<file path="config.mk">
export PLATFORM = sky130hd
export DESIGN_NAME = mem_stage_flat
export DESIGN_NICKNAME = d
export VERILOG_FILES = /design/src/rtl/cpu_types_pkg.sv /design/src/rtl/mem_stage_if.sv /design/src/rtl/mem_resv_reg.sv /design/src/rtl/mem_stage.sv /design/src/flat_wrapper.sv
export SDC_FILE = /design/constraint.sdc
export NUM_CORES = 1
export LEC_CHECK = 0
export CAP_MARGIN = 40
export CORE_ASPECT_RATIO = 2
export CORE_MARGIN = 2
export CORE_UTILIZATION = 50
export CTS_BUF_LIST = sky130_fd_sc_hd__clkbuf_4 sky130_fd_sc_hd__clkbuf_8 sky130_fd_sc_hd__clkbuf_16
export DETAILED_ROUTE_END_ITERATION = 6
export GPL_ROUTABILITY_DRIVEN = 0
export PLACE_DENSITY = 0.93
export RECOVER_POWER = 25
export SYNTH_ARGS = -nofsm -noshare
export SYNTH_HDL_FRONTEND = slang
export SYNTH_SLANG_ARGS = --single-unit
</file>
<file path="constraint.sdc">
create_clock -name CLK -period 4.35 [get_ports CLK]
set_input_delay 0.6525 -clock CLK [delete_from_list [all_inputs] [get_ports CLK]]
set_output_delay 0.6525 -clock CLK [all_outputs]
set_load 0.05 [all_outputs]
</file>
<file path="src/rtl/cpu_types_pkg.sv">
// Shared CPU types for the memory stage: word/register types, the stage state enum,
// the LR/SC request bundle and the load-width encodings with their extension helper.
package cpu_types_pkg;

   localparam int WORD_BITS = 32;

   typedef logic [WORD_BITS-1:0] word_t;
   typedef logic [4:0]           regbits_t;

   typedef enum logic [1:0] {
      IDLE,
      BUSY,
      DONE
   } mem_state_t;

   localparam logic [2:0] LD_LB  = 3'b000;
   localparam logic [2:0] LD_LH  = 3'b001;
   localparam logic [2:0] LD_LW  = 3'b010;
   localparam logic [2:0] LD_LBU = 3'b100;
   localparam logic [2:0] LD_LHU = 3'b101;

   typedef struct packed {
      logic       ren;
      logic       wen;
      logic       atomic;
      logic [2:0] func3;
      word_t      addr;
      word_t      data;
   } mem_req_t;

   // Little-endian lane select; unknown encodings fall back to the full word.
   function automatic word_t loadExtend(input word_t w, input logic [1:0] off,
                                        input logic [2:0] f3);
      logic [7:0]  b;
      logic [15:0] h;
      b = w[{off, 3'b000} +: 8];
      h = off[1] ? w[31:16] : w[15:0];
      case (f3)
         LD_LB:   return {{24{b[7]}}, b};
         LD_LBU:  return {24'h0, b};
         LD_LH:   return {{16{h[15]}}, h};
         LD_LHU:  return {16'h0, h};
         default: return w;
      endcase
   endfunction

endpackage

</file>
<file path="src/rtl/mem_stage_if.sv">
// Dcache word port plus the coherence invalidate channel seen by the memory stage.
interface mem_stage_if #(
   parameter int WORD_W = 32
);
   logic              dmemREN;
   logic              dmemWEN;
   logic [WORD_W-1:0] dmemaddr;
   logic [WORD_W-1:0] dmemstore;
   logic              dhit;
   logic [WORD_W-1:0] dmemload;
   logic              ccinv;
   logic [WORD_W-1:0] ccsnoopaddr;

   modport master (
      output dmemREN, dmemWEN, dmemaddr, dmemstore,
      input  dhit, dmemload, ccinv, ccsnoopaddr
   );

   modport slave (
      input  dmemREN, dmemWEN, dmemaddr, dmemstore,
      output dhit, dmemload, ccinv, ccsnoopaddr
   );
endinterface

</file>
<file path="src/rtl/mem_resv_reg.sv">
// LR/SC reservation: granule register, SC match compare and snoop-invalidate priority.
module mem_resv_reg #(
   parameter int WORD_W    = 32,
   parameter int RESV_GRAN = 2
) (
   input  logic              CLK,
   input  logic              RST,
   input  logic [WORD_W-1:0] cmpAddr,
   input  logic [WORD_W-1:0] lrAddr,
   input  logic [WORD_W-1:0] snoopAddr,
   input  logic              lrSet,
   input  logic              scClr,
   input  logic              ccinv,
   output logic              resvMatch
);
   localparam int HI = WORD_W - 1;

   logic              resvValid;
   logic [HI:RESV_GRAN] resvAddr;
   logic              invOld;
   logic              invNew;
   logic              unusedLow;

   assign invOld    = ccinv & resvValid & (snoopAddr[HI:RESV_GRAN] == resvAddr);
   assign invNew    = ccinv & (snoopAddr[HI:RESV_GRAN] == lrAddr[HI:RESV_GRAN]);
   // A snoop hitting the granule this cycle already defeats an SC issued alongside it.
   assign resvMatch = resvValid & ~invOld & (cmpAddr[HI:RESV_GRAN] == resvAddr);
   assign unusedLow = ^{cmpAddr[RESV_GRAN-1:0], lrAddr[RESV_GRAN-1:0],
                        snoopAddr[RESV_GRAN-1:0]};

   always_ff @(posedge CLK) begin
      if (RST) begin
         resvValid <= 1'b0;
         resvAddr  <= '0;
      end else if (lrSet) begin
         resvValid <= ~invNew;
         resvAddr  <= lrAddr[HI:RESV_GRAN];
      end else if (scClr || invOld) begin
         resvValid <= 1'b0;
      end
   end

endmodule

</file>
<file path="src/rtl/mem_stage.sv">
// Memory-access stage: issues dcache word requests, tracks LR/SC, stalls while a miss is open.
// SUBWORD_LOAD_EN enables LB/LH/LBU/LHU extraction; otherwise every load returns the full word.
module mem_stage
   import cpu_types_pkg::*;
#(
   parameter int WORD_W    = 32,
   parameter int RESV_GRAN = 2
) (
   input  logic              CLK,
   input  logic              RST,
   input  logic              adv,
   input  logic              flush,
   input  logic              dREN,
   input  logic              dWEN,
   input  logic              atomic,
   input  logic [WORD_W-1:0] addr,
   input  logic [WORD_W-1:0] stdata,
   input  logic [2:0]        func3,
   input  regbits_t          rd,
   input  logic              regWr,
   input  logic              halt,
   input  logic [WORD_W-1:0] alu_res,
   mem_stage_if.master       dc,
   output logic              mem_stall,
   output logic [WORD_W-1:0] wb_data,
   output regbits_t          wb_rd,
   output logic              wb_regWr,
   output logic              wb_halt
);

   mem_state_t        state, stateNext;
   mem_req_t          reqIn, reqQ, cur;
   logic              kill, killed;
   logic              op, scFail, active;
   logic              resvMatch, lrSet, scClr;
   logic [WORD_W-1:0] resQ, result;

   assign reqIn  = '{ren: dREN, wen: dWEN, atomic: atomic, func3: func3,
                     addr: addr, data: stdata};
   assign op     = dREN | dWEN;
   assign killed = kill | flush;
   assign scFail = dWEN & atomic & ~resvMatch;
   // Once a miss is open the request comes from the latched copy, so a flush or a
   // disturbed EX/MEM latch cannot change what the cache sees.
   assign cur    = (state == BUSY) ? reqQ : reqIn;

   always_comb begin
`ifdef SUBWORD_LOAD_EN
      result = loadExtend(dc.dmemload, cur.addr[1:0], cur.func3);
`else
      result = dc.dmemload;
`endif
      if (!cur.ren) result = (cur.wen & cur.atomic) ? '0 : alu_res;
   end

`ifndef SUBWORD_LOAD_EN
   logic unusedF3;
   assign unusedF3 = ^cur.func3;
`endif

   always_comb begin
      stateNext = state;
      active    = 1'b0;
      wb_data   = alu_res;
      case (state)
         IDLE: begin
            if (op && !flush) begin
               if (scFail) begin
                  wb_data = WORD_W'(1);
               end else begin
                  active  = 1'b1;
                  wb_data = result;
                  if (!dc.dhit)  stateNext = BUSY;
                  else if (!adv) stateNext = DONE;
               end
            end
         end
         BUSY: begin
            active  = 1'b1;
            wb_data = result;
            if (dc.dhit) stateNext = adv ? IDLE : DONE;
         end
         DONE: begin
            wb_data = resQ;
            if (adv) stateNext = IDLE;
         end
         default: stateNext = IDLE;
      endcase
   end

   assign dc.dmemREN   = active & cur.ren & ~RST;
   assign dc.dmemWEN   = active & cur.wen & ~RST;
   assign dc.dmemaddr  = cur.addr;
   assign dc.dmemstore = cur.data;
   assign mem_stall    = active & ~dc.dhit & ~RST;

   assign wb_rd    = rd;
   assign wb_halt  = halt;
   assign wb_regWr = regWr & ~killed;

   assign lrSet = active & dc.dhit & cur.ren & cur.atomic & ~killed;
   assign scClr = ((state == IDLE) & op & ~flush & scFail)
                | (active & dc.dhit & cur.wen & cur.atomic);

   always_ff @(posedge CLK) begin
      if (RST) begin
         state <= IDLE;
         kill  <= 1'b0;
         resQ  <= '0;
         reqQ  <= '0;
      end else begin
         state <= stateNext;
         // Kill lives as long as the instruction stays in MEM after issue.
         kill  <= (state == IDLE || stateNext == IDLE) ? 1'b0 : killed;
         if (active && dc.dhit) resQ <= result;
         if (state == IDLE && stateNext == BUSY) reqQ <= reqIn;
      end
   end

   mem_resv_reg #(
      .WORD_W    (WORD_W),
      .RESV_GRAN (RESV_GRAN)
   ) uResv (
      .CLK       (CLK),
      .RST       (RST),
      .cmpAddr   (addr),
      .lrAddr    (cur.addr),
      .snoopAddr (dc.ccsnoopaddr),
      .lrSet     (lrSet),
      .scClr     (scClr),
      .ccinv     (dc.ccinv),
      .resvMatch (resvMatch)
   );

endmodule

</file>
<file path="src/flat_wrapper.sv">
// flat-port wrapper written by rule: the top's interface ports become plain ports
module mem_stage_flat import cpu_types_pkg::*;
#(
   parameter int WORD_W    = 32,
   parameter int RESV_GRAN = 2
)
  (CLK, RST, adv, flush, dREN, dWEN, atomic, addr, stdata, func3, rd, regWr, halt, alu_res, mem_stall, wb_data, wb_rd, wb_regWr, wb_halt, dc_dmemREN, dc_dmemWEN, dc_dmemaddr, dc_dmemstore, dc_dhit, dc_dmemload, dc_ccinv, dc_ccsnoopaddr);
  mem_stage_if #(.WORD_W(WORD_W)) dc_i ();
  input  logic CLK;
  input  logic RST;
  input  logic adv;
  input  logic flush;
  input  logic dREN;
  input  logic dWEN;
  input  logic atomic;
  input  logic [WORD_W-1:0] addr;
  input  logic [WORD_W-1:0] stdata;
  input  logic [2:0] func3;
  input  regbits_t rd;
  input  logic regWr;
  input  logic halt;
  input  logic [WORD_W-1:0] alu_res;
  output logic mem_stall;
  output logic [WORD_W-1:0] wb_data;
  output regbits_t wb_rd;
  output logic wb_regWr;
  output logic wb_halt;
  output wire logic [$bits(dc_i.dmemREN)-1:0] dc_dmemREN;
  output wire logic [$bits(dc_i.dmemWEN)-1:0] dc_dmemWEN;
  output wire logic [$bits(dc_i.dmemaddr)-1:0] dc_dmemaddr;
  output wire logic [$bits(dc_i.dmemstore)-1:0] dc_dmemstore;
  input wire logic [$bits(dc_i.dhit)-1:0] dc_dhit;
  input wire logic [$bits(dc_i.dmemload)-1:0] dc_dmemload;
  input wire logic [$bits(dc_i.ccinv)-1:0] dc_ccinv;
  input wire logic [$bits(dc_i.ccsnoopaddr)-1:0] dc_ccsnoopaddr;
  assign dc_dmemREN = dc_i.dmemREN;
  assign dc_dmemWEN = dc_i.dmemWEN;
  assign dc_dmemaddr = dc_i.dmemaddr;
  assign dc_dmemstore = dc_i.dmemstore;
  assign dc_i.dhit = dc_dhit;
  assign dc_i.dmemload = dc_dmemload;
  assign dc_i.ccinv = dc_ccinv;
  assign dc_i.ccsnoopaddr = dc_ccsnoopaddr;
  mem_stage #(.WORD_W(WORD_W), .RESV_GRAN(RESV_GRAN)) u_core (.CLK(CLK), .RST(RST), .adv(adv), .flush(flush), .dREN(dREN), .dWEN(dWEN), .atomic(atomic), .addr(addr), .stdata(stdata), .func3(func3), .rd(rd), .regWr(regWr), .halt(halt), .alu_res(alu_res), .dc(dc_i), .mem_stall(mem_stall), .wb_data(wb_data), .wb_rd(wb_rd), .wb_regWr(wb_regWr), .wb_halt(wb_halt));
endmodule
</file>
# [Yosys cells after proc, flatten, opt, wreduce, memory -nomap -nowiden]
# Cells that the tools add are included.
[totals] reg_bits=136 inputBits=179 elab_cells=80
[op_classes] n_eq_ne=6 mux=19 bitwise=34 n_reduce_logical=10
[ops] cell="2-to-1 mux 32 bit" count=4
[ops] cell="one-hot mux 32 bit (3 select lines)" count=1
[ops] cell="equality test 30 bit" count=3
[ops] cell="2-to-1 mux 70 bit" count=1
[ops] cell="AND 1 bit" count=24
[ops] cell="2-to-1 mux 2 bit" count=7
[ops] cell="NOT 1 bit" count=7
[ops] cell="one-hot mux 2 bit (3 select lines)" count=1
[ops] cell="equality test 2 x 1 -> 1 bit, second input constant" count=2
[ops] cell="logical NOT 2 bit" count=2
[ops] cell="2-to-1 mux 1 bit" count=4
[ops] cell="logical AND 1 bit" count=3
[ops] cell="OR 1 bit" count=3
[ops] cell="equality test 2 bit, second input constant" count=1
[ops] cell="logical OR 1 bit" count=2
[ops] cell="one-hot mux 1 bit (2 select lines)" count=1
[ops] cell="nonzero test 2 bit" count=1
[ops] cell="OR reduction 2 bit" count=1
[ops] cell="logical NOT 1 bit" count=1

# [Depth between registers and ports, before layout]
[logic_depth] depth_word=17 ltp_mapped=12 mapped_depth_nobuf=8

# [Modules after synthesis]
# A second synthesis with hierarchy kept.
[unflattened] hier_cells=1001 hier_area_um2=7958.9
[by_module_without_submodules] module="mem_stage" n_inst=1 cells_per_inst=777 area_each_um2=5858.1 seq_area_each_um2=2042.0
[by_module_without_submodules] module="mem_resv_reg" n_inst=1 cells_per_inst=224 area_each_um2=2100.8 seq_area_each_um2=620.6

# [Worst setup path after synthesis]
# Ideal clock, no wire load.
[synth_timing] path_type="input-to-output" startpoint="input port addr[11]" endpoint="output port dc_dmemWEN" t_arrival_ps=4359 t_required_ps=3697 setup_slack_ps=-662 path_stages=7 cell_sequence="xnor2_1 -> nand4_1 -> or4b_1 -> a2111o_1 -> a31oi_1 -> nor2_1 -> a2111oi_0"
[synth_via] elab_chain_cells=9
[synth_lines] item="start: declaration" line_no="flat_wrapper.sv:16" source="input logic [WORD_W-1:0] addr;"
[synth_lines] item="equality test 30 bit" line_no="mem_resv_reg.sv:27" source="assign resvMatch = resvValid & ~invOld & (cmpAddr[HI:RESV_GRAN] == resvAddr);"
[synth_lines] item="AND 1 bit" line_no="mem_resv_reg.sv:27"
[synth_lines] item="NOT 1 bit" line_no="mem_stage.sv:42" source="assign scFail = dWEN & atomic & ~resvMatch;"
[synth_lines] item="AND 1 bit" line_no="mem_stage.sv:42"
[synth_lines] item="2-to-1 mux 1 bit" line_no="mem_stage.sv:68" source="if (scFail) begin"
[synth_lines] item="2-to-1 mux 1 bit" line_no="mem_stage.sv:67" source="if (op && !flush) begin"
[synth_lines] item="one-hot mux 1 bit (2 select lines)" line_no="mem_stage.sv:65" source="case (state)"
[synth_lines] item="AND 1 bit (2 in a row)" line_no="mem_stage.sv:92" source="assign dc.dmemWEN = active & cur.wen & ~RST;"
[synth_lines] item="end: declaration" line_no="flat_wrapper.sv:29" source="output wire logic [$bits(dc_i.dmemWEN)-1:0] dc_dmemWEN;"
# No other way between the ends.

# [Final worst setup path]
[layout_timing] startpoint="input port addr[22]" endpoint="output port dc_dmemREN"
[layout_via] elab_chain_cells=9
[layout_lines] item="equality test 30 bit" line_no="mem_resv_reg.sv:27"
[layout_lines] item="AND 1 bit" line_no="mem_resv_reg.sv:27"
[layout_lines] item="NOT 1 bit" line_no="mem_stage.sv:42"
[layout_lines] item="AND 1 bit" line_no="mem_stage.sv:42"
[layout_lines] item="2-to-1 mux 1 bit" line_no="mem_stage.sv:68"
[layout_lines] item="2-to-1 mux 1 bit" line_no="mem_stage.sv:67"
[layout_lines] item="one-hot mux 1 bit (2 select lines)" line_no="mem_stage.sv:65"
[layout_lines] item="AND 1 bit (2 in a row)" line_no="mem_stage.sv:91" source="assign dc.dmemREN = active & cur.ren & ~RST;"
[layout_lines] item="end: declaration" line_no="flat_wrapper.sv:28" source="output wire logic [$bits(dc_i.dmemREN)-1:0] dc_dmemREN;"
# No other way between the ends.

==> results.py <==
metrics = {
    "status": {
        "status": "complete, but fails checks",
        "violations": "DRC, capacitance limit, slew limit",
    },
    "timing": {
        "clock-skew-final_ns": 0.0116,
        "min_period_ns": 4.27,
        "rsz0062_at_grt": "no",
        "fmax_ghz": 0.234,
        "finalWorstSetupSlack_ns": 0.0772,
        "slew_headroom_pct": -11.0,
        "setup_tns_ns": 0,
        "tightest_slew_ns": 1.66,
        "timing.final.crit_share_pct": 98.2,
        "hold_violations": 0,
        "setup_viol_count_final": 0,
        "report.final.slew_viol_count": 34,
    },
    "cells_and_area": {
        "nets": 1555,
        "utilization_pct": 71.9,
        "area_delta_synth_final_pct": 40.9,
        "drive_above_1_share_pct": 10.2,
        "postLayoutCellArea_sq_um": 11600,
        "antenna_cells": 0,
    },
    "global_route": {
        "grt_max_degree": 80,
        "antenna_found_initial": 0,
        "grt_pass1_vias": 9078,
        "grt.total_usage_pct": 33.1,
        "gr-total-overflow": 0,
        "grt_first_pass_wirelength_microns": 45200,
    },
    "detailed_routing": {
        "drtAntennaViolNets": 0,
        "drc_errors": 3,
        "drt_iter0_drc": 558,
        "routedWlPerCell_microns": 18.6,
        "wl_met2_microns": 15500,
        "dr.max_layer_used": "met4",
        "avgViaCountPerCell": 5.83,
        "wl_met1_microns": 9890,
        "drt-total-wl_microns": 29700,
        "drt_pass1_iterations": 7,
        "vias": 9284,
        "wl_met3_microns": 2270,
    },
    "cts": {
        "clk_latency_ns": 0.42,
        "cts_sinks": 133,
        "cts_max_level": 4,
        "hold_buffers": 0,
        "cts_root_buf": "clkbuf_16",
        "cts_tree": "built",
        "cts-buffers-inserted": 17,
        "clock_path_buffers": 2,
        "path_clk_slew_ns": 0.05,
    },
    "place": {
        "dp_slack_ns": 0.151,
        "placement.io_buffers": 267,
        "placed_cell_area_sq_um": 11100,
        "dpl.hpwl_microns": 20900,
    },
    "yosys": {
        "synth_top_family_by_area": "simple AND/OR/NAND/NOR gates",
        "yosysTopAreaCellShare_pct": 32.2,
        "synthCells": 1150,
        "yosysWarningCount": 0,
        "synth_xor_area_share_pct": 9.01,
        "syn_area_per_cell_sq_um": 7.19,
        "ys_top_cells_by_area": "dfxtp_1 (32%), nand2_1 (15%), mux4_2 (8.2%)",
        "muxShareOfSynthArea_pct": 9.51,
        "ys_types": 47,
        "seq_area_frac_synth_pct": 32.2,
        "ys.flop_type": "dfxtp_1",
        "synth_nets": 1329,
        "synth-adder-area-share_pct": 0,
        "post_synth_and_or_nand_nor_area_fraction_pct": 25.3,
        "synth_top_cell_by_area": "dfxtp_1",
        "synth_edf_count": 0,
        "synth.cell_area_sq_um": 8260,
        "synthArstFlopShare_pct": 0,
        "synth_compound_area_share_pct": 15.8,
        "ys_ff_latch": 133,
    },
    "worst_setup_path": {
        "setup.worst_path.start_class": "input port",
        "cp_slowest_cell": "clkdlybuf4s50_1",
        "worstPathCellList": "clkdlybuf4s50_1, xor2_1, nor4_1, nand4_1, a2111o_1, buf_4, a31oi_1, nor2_1, nor4b_1, buf_4, buf_12",
        "cp.buffers_inverters": 4,
        "required_ns": 3.70,
        "path_class": "input port to output pin",
        "max_stage_delay_ns": 0.50,
        "crit_top_cell": "buf_4",
        "crit_fanout": 5,
        "arrival_ns": 3.62,
        "worstSetupEndpointType": "output pin",
        "cp_top_family": "simple AND/OR/NAND/NOR gates",
    },
    "pwr": {
        "p_per_area_nw_per_um2": 327,
        "internal_power_mw": 2.53,
        "swShare_pct": 33.4,
        "p_switching_mw": 1.27,
        "p_leak_nw": 4.62,
        "seq_power_share_pct": 34.3,
        "ir_worst_vdd_uv": 277,
        "clkPwrFrac_pct": 35.6,
        "combPwrFrac_pct": 30.1,
    },
    "die": {
        "die_area_sq_um": 17600,
        "die_x_microns": 94.9,
        "start_util_pct": 51.1,
        "die_y_microns": 186,
        "ios": 285,
        "core_sq_um": 16200,
        "rows": 66,
    },
    "run": {
        "max_cap_violations": 1,
    },
    "min_path": {
        "hold_path_class": "register to register",
    },
}
## timing repair
item / in CTS / in global routing
gates resized for setup: 0 / 1
endpoints found under the setup margin: 0 / 5
buffers inserted: 0 / 0
## worst reg2reg max path, delay by kind of cell, from the launching register on
family	cells	cell delay, ns
XOR/XNOR	1	0.22
buffers and inverters	2	1.36
AND/OR/NAND/NOR	5	1.17
AO/OA/AOI/OAI	2	0.61
flip-flops	1	0.35
## stage by stage
step / power, mW / instances / hold slack, ns
6_report: 3.80 / 1593 / 0.452
5_1_grt: 3.94 / 1593 / 0.474
4_1_cts: 3.82 / 1593 / 0.454
3_5_place_dp: 2.46 / 1561 / 0.447
3_3_place_gp: 2.44 / 1560 / 0.439
2_1_floorplan: 2.01 / 1150 / 0.434
## layout make-up
type / instances / area (sq um)
repair buffers: 293 / 2890
flip-flops and latches: 133 / 2660
multi-input cells: 852 / 4970
inverters: 79 / 297
clock inverters: 8 / 47.5
well taps: 204 / 255
fillers: 1171 / 4540
clock buffers: 24 / 515
## power groups by stage
| stage | clock [mW] | combinational [mW] | sequential, mW |
|---|---|---|---|
| detailed placement | 0 | 1.14 | 1.33 |
| finish | 1.36 | 1.14 | 1.30 |
| global placement | 0 | 1.11 | 1.32 |
| CTS | 1.37 | 1.14 | 1.30 |
| global route | 1.43 | 1.21 | 1.31 |
| floorplan | 0 | 0.685 | 1.32 |
## flip-flops by register name, indices dropped and copies added, names as in the netlist
register,cells
u_core.uResv.resvValid,1
u_core.uResv.resvAddr,30
u_core.state,2
u_core.reqQ,67
u_core.resQ,32
u_core.kill,1
## logic make-up (layout without fill, tap and decap cells)
group / count (synthesis) / in the layout
AO/OA/AOI/OAI: 212 / 212
XOR/XNOR: 85 / 85
flip-flops: 133 / 133
multiplexers: 40 / 40
AND/OR/NAND/NOR: 515 / 515
buffers and inverters: 165 / 404
## synth_stat cells (32+ instances only)
cell type and instances:
xor2_1 48, a21oi_1 76, nor3_1 32, a22oi_1 33
clkbuf_1 66, dfxtp_1 133, inv_1 79, a211oi_1 34
o21ai_0 47, xnor2_1 37, nand2_1 339, nor2_1 100
## path summary, 6_finish.rpt
check	from	endpoint	slack [ns]	cells after the start
max reg2reg	u_core.uResv.resvAddr[12]	u_core.uResv.resvAddr[14]	0.52	10
max	addr[22]	dc_dmemREN	0.08	11
min	u_core.reqQ[31]	u_core.reqQ[31]	0.45	2
min reg2reg	u_core.reqQ[31]	u_core.reqQ[31]	0.45	2
## layout by cell type (no fill, tap or decap), types with 36 or more instances in the layout
| cell | Yosys | final |
|---|---|---|
| nand2_1 | 339 | 339 |
| clkdlybuf4s50_1 | 0 | 195 |
| dfxtp_1 | 133 | 132 |
| nor2_1 | 100 | 99 |
| inv_1 | 79 | 79 |
| a21oi_1 | 76 | 75 |
| buf_4 | 6 | 52 |
| xor2_1 | 48 | 48 |
| o21ai_0 | 47 | 47 |
| xnor2_1 | 37 | 36 |
| dlygate4sd3_1 | 0 | 36 |
## per-layer routing
layer | vias to the layer above | GRT usage (%)
met2 | 548 | 59.4
met1 | 4315 | 33.3
met3 | 140 | 6.68
met4 | 0 | 22.8
met5 | - | 0
li1 | 4281 | -
(Power assumes the default switching activity.)
